File: config.mk
export PLATFORM = sky130hd
export DESIGN_NAME = vga_scanline_fetch
export DESIGN_NICKNAME = d
export VERILOG_FILES = /design/src/rtl/vga_scanline_fetch.sv
export SDC_FILE = /design/constraint.sdc
export NUM_CORES = 1
export LEC_CHECK = 0
export CAP_MARGIN = 25
export CELL_PAD_IN_SITES_DETAIL_PLACEMENT = 0
export CELL_PAD_IN_SITES_GLOBAL_PLACEMENT = 2
export CORE_ASPECT_RATIO = 0.9
export CORE_MARGIN = 5
export CORE_UTILIZATION = 18
export CTS_BUF_LIST = sky130_fd_sc_hd__clkbuf_4
export DETAILED_ROUTE_END_ITERATION = 6
export PLACE_DENSITY_LB_ADDON = 0.1
export SYNTH_ARGS = -nofsm -noshare
export SYNTH_HDL_FRONTEND = slang
export SYNTH_SLANG_ARGS = --single-unit
File: constraint.sdc
create_clock -name i_clk -period 6.3 [get_ports i_clk]
set_clock_uncertainty 0.2 [all_clocks]
set_input_delay 1.26 -clock i_clk [delete_from_list [all_inputs] [get_ports i_clk]]
set_output_delay 1.26 -clock i_clk [all_outputs]
set_load 0.01 [all_outputs]
File: src/rtl/vga_scanline_fetch.sv
// Scanline pre-fetch scheduler: copies each visible line from the frame memory
// into a ping-pong line buffer during hblank, and lends the memory port to the host otherwise.
module vga_scanline_fetch #(
    parameter int ADDR_W          = 17,
    parameter int DATA_W          = 32,
    parameter int LB_AW           = 7,
    parameter int WORDS_PER_LINE  = 100,
    parameter int BASE_ADDR       = 0,
    parameter int FETCH_START_H   = 0,
    parameter int H_VISIBLE_START = 256,
    parameter int V_VISIBLE_START = 28,
    parameter int V_VISIBLE_END   = 628
) (
    input  logic              i_clk,
    input  logic              i_rst,
    input  logic [10:0]       i_hpos,
    input  logic [9:0]        i_vpos,
    input  logic              i_host_req,
    input  logic              i_host_we,
    input  logic [ADDR_W-1:0] i_host_addr,
    input  logic [DATA_W-1:0] i_host_wdata,
    output logic              o_host_gnt,
    output logic              o_host_rvalid,
    output logic [DATA_W-1:0] o_host_rdata,
    output logic              o_mem_en,
    output logic              o_mem_we,
    output logic [ADDR_W-1:0] o_mem_addr,
    output logic [DATA_W-1:0] o_mem_wdata,
    input  logic [DATA_W-1:0] i_mem_rdata,
    output logic              o_lb_we,
    output logic              o_lb_wbank,
    output logic [LB_AW-1:0]  o_lb_addr,
    output logic [DATA_W-1:0] o_lb_wdata,
    output logic              o_lb_rbank,
    output logic              o_fetch_busy,
    output logic              o_underrun
);

    // state | meaning
    // IDLE  | no fetch in flight; host may own the memory port
    // FETCH | issuing one line read per cycle
    // DRAIN | waiting for the last read to land, then swap banks

    typedef enum logic [1:0] {S_IDLE, S_FETCH, S_DRAIN} state_t;

    localparam logic [ADDR_W-1:0] BASE       = ADDR_W'(BASE_ADDR);
    localparam logic [ADDR_W-1:0] LINE_STEP  = ADDR_W'(WORDS_PER_LINE);
    localparam logic [LB_AW-1:0]  LAST_IDX   = LB_AW'(WORDS_PER_LINE - 1);
    localparam logic [10:0]       H_TRIG     = 11'(FETCH_START_H);
    localparam logic [10:0]       H_DEADLINE = 11'(H_VISIBLE_START);
    localparam logic [9:0]        V_FIRST    = 10'(V_VISIBLE_START);
    localparam logic [9:0]        V_END      = 10'(V_VISIBLE_END);

    state_t            state, state_nxt;
    logic [LB_AW-1:0]  cnt;
    logic [ADDR_W-1:0] line_base;
    logic              trigger, deadline;
    logic              fetch_issue, bank_toggle, abort;

    assign trigger  = (i_hpos == H_TRIG) && (i_vpos >= V_FIRST) && (i_vpos < V_END);
    assign deadline = (i_hpos == H_DEADLINE);

    // A deadline hit cancels the cycle's read and the bank swap alike.
    always_comb begin
        state_nxt   = state;
        fetch_issue = 1'b0;
        bank_toggle = 1'b0;
        abort       = 1'b0;
        case (state)
            S_IDLE: begin
                if (trigger) state_nxt = S_FETCH;
            end
            S_FETCH: begin
                if (deadline) begin
                    abort     = 1'b1;
                    state_nxt = S_IDLE;
                end else begin
                    fetch_issue = 1'b1;
                    if (cnt == LAST_IDX) state_nxt = S_DRAIN;
                end
            end
            S_DRAIN: begin
                state_nxt = S_IDLE;
                if (deadline) abort = 1'b1;
                else          bank_toggle = 1'b1;
            end
            default: state_nxt = S_IDLE;
        endcase
    end

    assign o_host_gnt = i_host_req && (state == S_IDLE) && !trigger;

    always_comb begin
        o_mem_en    = 1'b0;
        o_mem_we    = 1'b0;
        o_mem_addr  = '0;
        o_mem_wdata = '0;
        if (fetch_issue) begin
            o_mem_en   = 1'b1;
            o_mem_addr = line_base + ADDR_W'(cnt);
        end else if (o_host_gnt) begin
            o_mem_en    = 1'b1;
            o_mem_we    = i_host_we;
            o_mem_addr  = i_host_addr;
            o_mem_wdata = i_host_wdata;
        end
    end

    always_ff @(posedge i_clk) begin
        if (i_rst) begin
            state         <= S_IDLE;
            cnt           <= '0;
            line_base     <= BASE;
            o_lb_rbank    <= 1'b0;
            o_underrun    <= 1'b0;
            o_host_rvalid <= 1'b0;
            o_lb_we       <= 1'b0;
            o_lb_addr     <= '0;
        end else begin
            state <= state_nxt;
            // Base advances on every visible trigger, aborted line or not.
            if (trigger)
                line_base <= (i_vpos == V_FIRST) ? BASE : line_base + LINE_STEP;
            if (state == S_IDLE)
                cnt <= '0;
            else if (fetch_issue)
                cnt <= cnt + 1'b1;
            o_lb_we       <= fetch_issue;
            o_lb_addr     <= cnt;
            o_host_rvalid <= o_host_gnt && !i_host_we;
            if (abort)       o_underrun <= 1'b1;
            if (bank_toggle) o_lb_rbank <= !o_lb_rbank;
        end
    end

    assign o_lb_wbank   = !o_lb_rbank;
    assign o_lb_wdata   = i_mem_rdata;
    assign o_host_rdata = i_mem_rdata;
    assign o_fetch_busy = (state != S_IDLE);

endmodule

* Word-level counts from Yosys, hierarchy flattened
Index checks and enable logic that the tools add are counted.
Widths: inputs -> output; s select.
** Storage, ports and cells
- Register bits :: 37
- Input port bits :: 106
- Output and inout bits :: 129
- Word-level logic and storage cells :: 52
** Cells by class
- Add/sub/neg operators :: 3
- Order comparisons :: 2
- Equal/unequal tests :: 7
- Mux-type cells :: 18
- Reduce and logical (&&, ||, !) cells :: 14
** Operators by type and width (count)
- $mux 32 :: 2
- $mux 17 :: 3
- $add 17x7->17 :: 1
- $add 17x7->17 const B :: 1
- $eq 11x9->1 const B :: 1
- $logic_not 11->1 :: 1
- $eq 10x5->1 const B :: 1
- $ge 10x5->1 const B :: 1
- $lt 10x10->1 const B :: 1
- $mux 1 :: 9
- $add 7x1->7 const B :: 1
- $eq 7x7->1 const B :: 1
- $mux 2 :: 3
- $logic_and 1x1->1 :: 5
- $pmux 2 s2 :: 1
- $reduce_or 2->1 :: 2
- $logic_not 1->1 :: 3
- $ne 3x3->1 const B :: 1
- $eq 2x1->1 const B :: 1
- $eq 2x2->1 const B :: 1
- $logic_not 2->1 :: 1
- $ne 2x2->1 const B :: 1
- $reduce_and 2->1 :: 1
- $reduce_bool 2->1 :: 1

* Depth between registers and ports, before layout
Gate-level depths: netlist of the first run.
- Depth in word-level cells :: 7
- Depth in mapped cells :: 9
- Depth with buffers taken out :: 6

* Worst setup path after synthesis of the first run
OpenSTA, ideal clock, no wires.
- Kind :: input to output
- Start point :: input i_hpos[7]
- End point :: output o_mem_addr[13]
- Data arrival time :: 3596 ps
- Required time :: 4840 ps
- Path slack :: 1244 ps
- Stages on the path :: 9
- Buffers on the path :: 4
- Path through :: or4_1 > buf_2 > or4_4 > or3_1 > buf_2 > and4_1 > buf_6 > buf_6 > a211o_1
** On the way
- Longest elaborated chain between the ends :: 7
- Elaborated cells on any way between the ends :: 10
- Classes of those cells :: 1 x eq/ne; 4 x mux; 5 x reduce/logical
** RTL lines
- from (decl) :: RTL line 16 : input logic [10:0] i_hpos,
- $logic_not 11->1 :: RTL line 60 : assign trigger = (i_hpos == H_TRIG) && (i_vpos >= V_FIRST) && (i_vpos < V_END);
- $logic_and 1x1->1 (2 in series) :: RTL line 60
- $logic_not 1->1 :: RTL line 91 : assign o_host_gnt = i_host_req && (state == S_IDLE) && !trigger;
- $logic_and 1x1->1 :: RTL line 91
- $mux 17 :: RTL line 101 : end else if (o_host_gnt) begin
- $mux 17 (*) :: RTL line 98 : if (fetch_issue) begin
- to (decl) :: RTL line 27 : output logic [ADDR_W-1:0] o_mem_addr,
Every way passes the cells marked *; elsewhere a longest branch is shown, timed or not.

* Worst setup path after layout of the first run
Ends and elaborated chain as after synthesis.

==> results of run 1 <==
-- per-layer routing --
metal / wire length (µm) / global-route usage [%] / part of all wire [%]
met1: 4393 / 13.43 / 43
met2: 4993 / 16.88 / 49
met3: 702 / 3.041 / 6.9
met4: 104 / 2.602 / 1.0
met5: 0 / 0 / 0
-- cell usage in the layout (no fill, tap or decap), types with 5 or more instances in the layout --
cell type        Yosys  routed
nor3_1               7       7
ha_1                10      10
dfxtp_1             35      35
buf_4               64       6
xnor2_1             10      10
xor2_1               7       7
and2_1              34      34
nor2b_1              8       8
clkbuf_4             0       5
nand2_1             12      12
nor2_1              30      30
nand4_1              6       6
inv_1                8       8
a22o_1              14      14
a21oi_1             23      23
o21ai_0             16      16
nand3_1             11      11
clkdlybuf4s50_1      0     138
-- registers in the layout, summed over array words and instances, names as in the netlist --
register / cells
cnt: 7
line_base: 15
o_host_rvalid: 1
o_lb_addr: 7
o_lb_rbank: 1
o_lb_we: 1
o_underrun: 1
state: 2
-- power by group --
| group | internal (mW) | total, mW | switching (mW) |
|---|---|---|---|
| Clock | 0.0836 | 0.175 | 0.0911 |
| Sequential | 0.222 | 0.222 | 0.0000625 |
| Combinational | 0.0809 | 0.120 | 0.0392 |
-- worst min-delay path, delay by kind of cell, from the launching register on --
kind / cells / cell delay [ps]
compound gates: 1 / 40
flops: 1 / 360
simple gates: 1 / 70
-- layout make-up --
class | instances | area share, %
multi-input combinational | 240 | 38.66
timing repair buffer | 145 | 35.33
sequential | 35 | 17.11
tap | 202 | 6.174
clock inverter | 3 | 1.070
clock buffer | 5 | 0.9169
inverter | 8 | 0.7335
-- worst min-delay path by stage --
| stage | start | to | slack (ps) | cells past startpoint |
|---|---|---|---|---|
| after floorplan | line_base[3] | line_base[3] | 280 | 2 |
| after global placement | o_underrun | o_underrun | 270 | 2 |
| after detailed placement | o_underrun | o_underrun | 270 | 2 |
| after CTS | o_underrun | o_underrun | 310 | 2 |
| after global routing | line_base[16] | line_base[16] | 360 | 2 |
| final | o_underrun | o_underrun | 300 | 2 |
-- kinds of logic after synthesis --
kind of cell,count (synthesis)
adder cells (fa/ha/maj),10
AND/OR/NAND/NOR,136
buffers and inverters,96
AO/OA/AOI/OAI,76
multiplexers,1
XOR/XNOR,17
flip-flops,35
==> results.cfg, run 1 <==
[drt]
vias_per_cell = 4.133
drc = 0
drtIter0Drc = 120
via_count = 2637
wirelength_um = 10190
first_pass_iters = 5
wire_per_inst_um = 15.97
ant_nets = 0

[logic_synthesis]
ys_ff_latch = 35
synthMuxAreaShare_pct = 0.3472
postSynthAreaPerCell_um2 = 7.770
yosysUniqueCellTypes = 50
synth.largest_area_cell = dfxtp_1
synthXorXnorAreaFrac_pct = 5.165
yosysMostFrequentCell = buf_4
async_flop_share_pct = 0
synth_cells = 371
synth_compound_area_share_pct = 17.80
synth_commonest_cells = 64 x buf_4, 35 x dfxtp_1, 34 x and2_1
synth_fp_nets = 487
ys_seq_area_share_pct = 24.31
synth_area_leaders = dfxtp_1 24%, buf_4 17%, and2_1 7.4%
yosys.area.top_type_share_pct = 24.31
syn_area_mm2 = 0.002883
ys.flop_type = dfxtp_1
synth_top_family_by_area = simple AND/OR/NAND/NOR gates
synth_fa_ha_area_share_pct = 4.340
synth-simple-area-share_pct = 26.52
synth.yosys.warnings = 0
synth-edff-count = 0

[finish]
diodes = 0
nNetsFinal = 551
multi_input_area_mm2 = 0.001583
instances_no_fill = 638
area_growth_pct = 42.01
seqCellArea_um2 = 700.7
drive_gt1_share_pct = 5.046
fillers = 1704
fin_area_mm2 = 0.004094
fin_util_pct = 26.33

[power]
p_total_mw = 0.5163
leakage_nw = 1.428
powerDensity_mw_per_mm2 = 126.1
ir_drop_uv = 85.11

[sta]
finalSetupViolCount = 0
setup_tns_ps = 0
maxSlewViolCount = 0
hold_viol = 0
tightest_slew_ps = 908.2
hold_slack_ps = 298.3
relSlewSlack_pct = 39.00
finalWorstSetupSlack_ps = 405.5
min_period_ps = 5894
fin_crit_sh_pct = 93.56
rsz0062_at_grt = false
timing.fmax_mhz = 169.7

[global_route]
grt_overflow_total = 0
grt_use_total_pct = 10.34
antenna_found_initial = 0
grt_max_degree = 51
grt_first_pass_wirelength_um = 15300
grt_pass1_vias = 2723

[critical_path]
crit_slowest_cell = or4_1
worstRegToRegCells = 7
worst-setup-path-type = input port to primary output
crit_path_frequent_cell = clkdlybuf4s50_1
crit_end = o_mem_addr[13]
r2r_slack_ps = 4300
path_delay_family = simple AND/OR/NAND/NOR gates
crit_cells = 8
critPathLaunchType = input port
reg2reg_from = state[1]
endpoint_kind = primary output
path_cells = clkdlybuf4s50_1 -> or4_1 -> or4_4 -> or3_1 -> and4_1 -> buf_12 -> a211o_1 -> clkdlybuf4s50_1
critPathMaxStageDelay_ps = 640
startpoint = i_hpos[7]
path_max_fanout = 50
required_ps = 4840
r2r-end = cnt[4]
arrival_ps = 4430
crit_buf_inv = 3

[place]
dpl.hpwl_um = 7939
dp_cells = 630
gp_congestion = 0.7002
placed_area_mm2 = 0.004013
port_buffers = 138
dp_slack_ps = 403.7

[die]
die_x_um = 143.4
num_io_pins = 235
initial_core_util_pct = 18.54
dieArea_mm2 = 0.01865
die_h_um = 130.1
fp-row-count = 43
coreArea_mm2 = 0.01555

[clock_tree]
cts_resized = 0
root_buffer = clkbuf_4
post_cts_buffers = 0
cts_sinks = 35
htreeDepth = 2
path_clk_slew_ps = 130
cts_tree = done
clk_latency_ps = 350
clock_path_buffers = 2
cts_buffers = 5
cts_hold_buf = 0

[run]
maxCapViolCount = 0

[outcome]
status = finished clean

[min_path]
hold_class = register to register
Note: power is estimated with default switching activity, not from simulation.
==> inputs of run 2 (changes only) <==
Settings changed: SLEW_MARGIN set to 20.
==> results of run 2 <==
No change in the layout: final DEF, timing and power equal those of run 1.
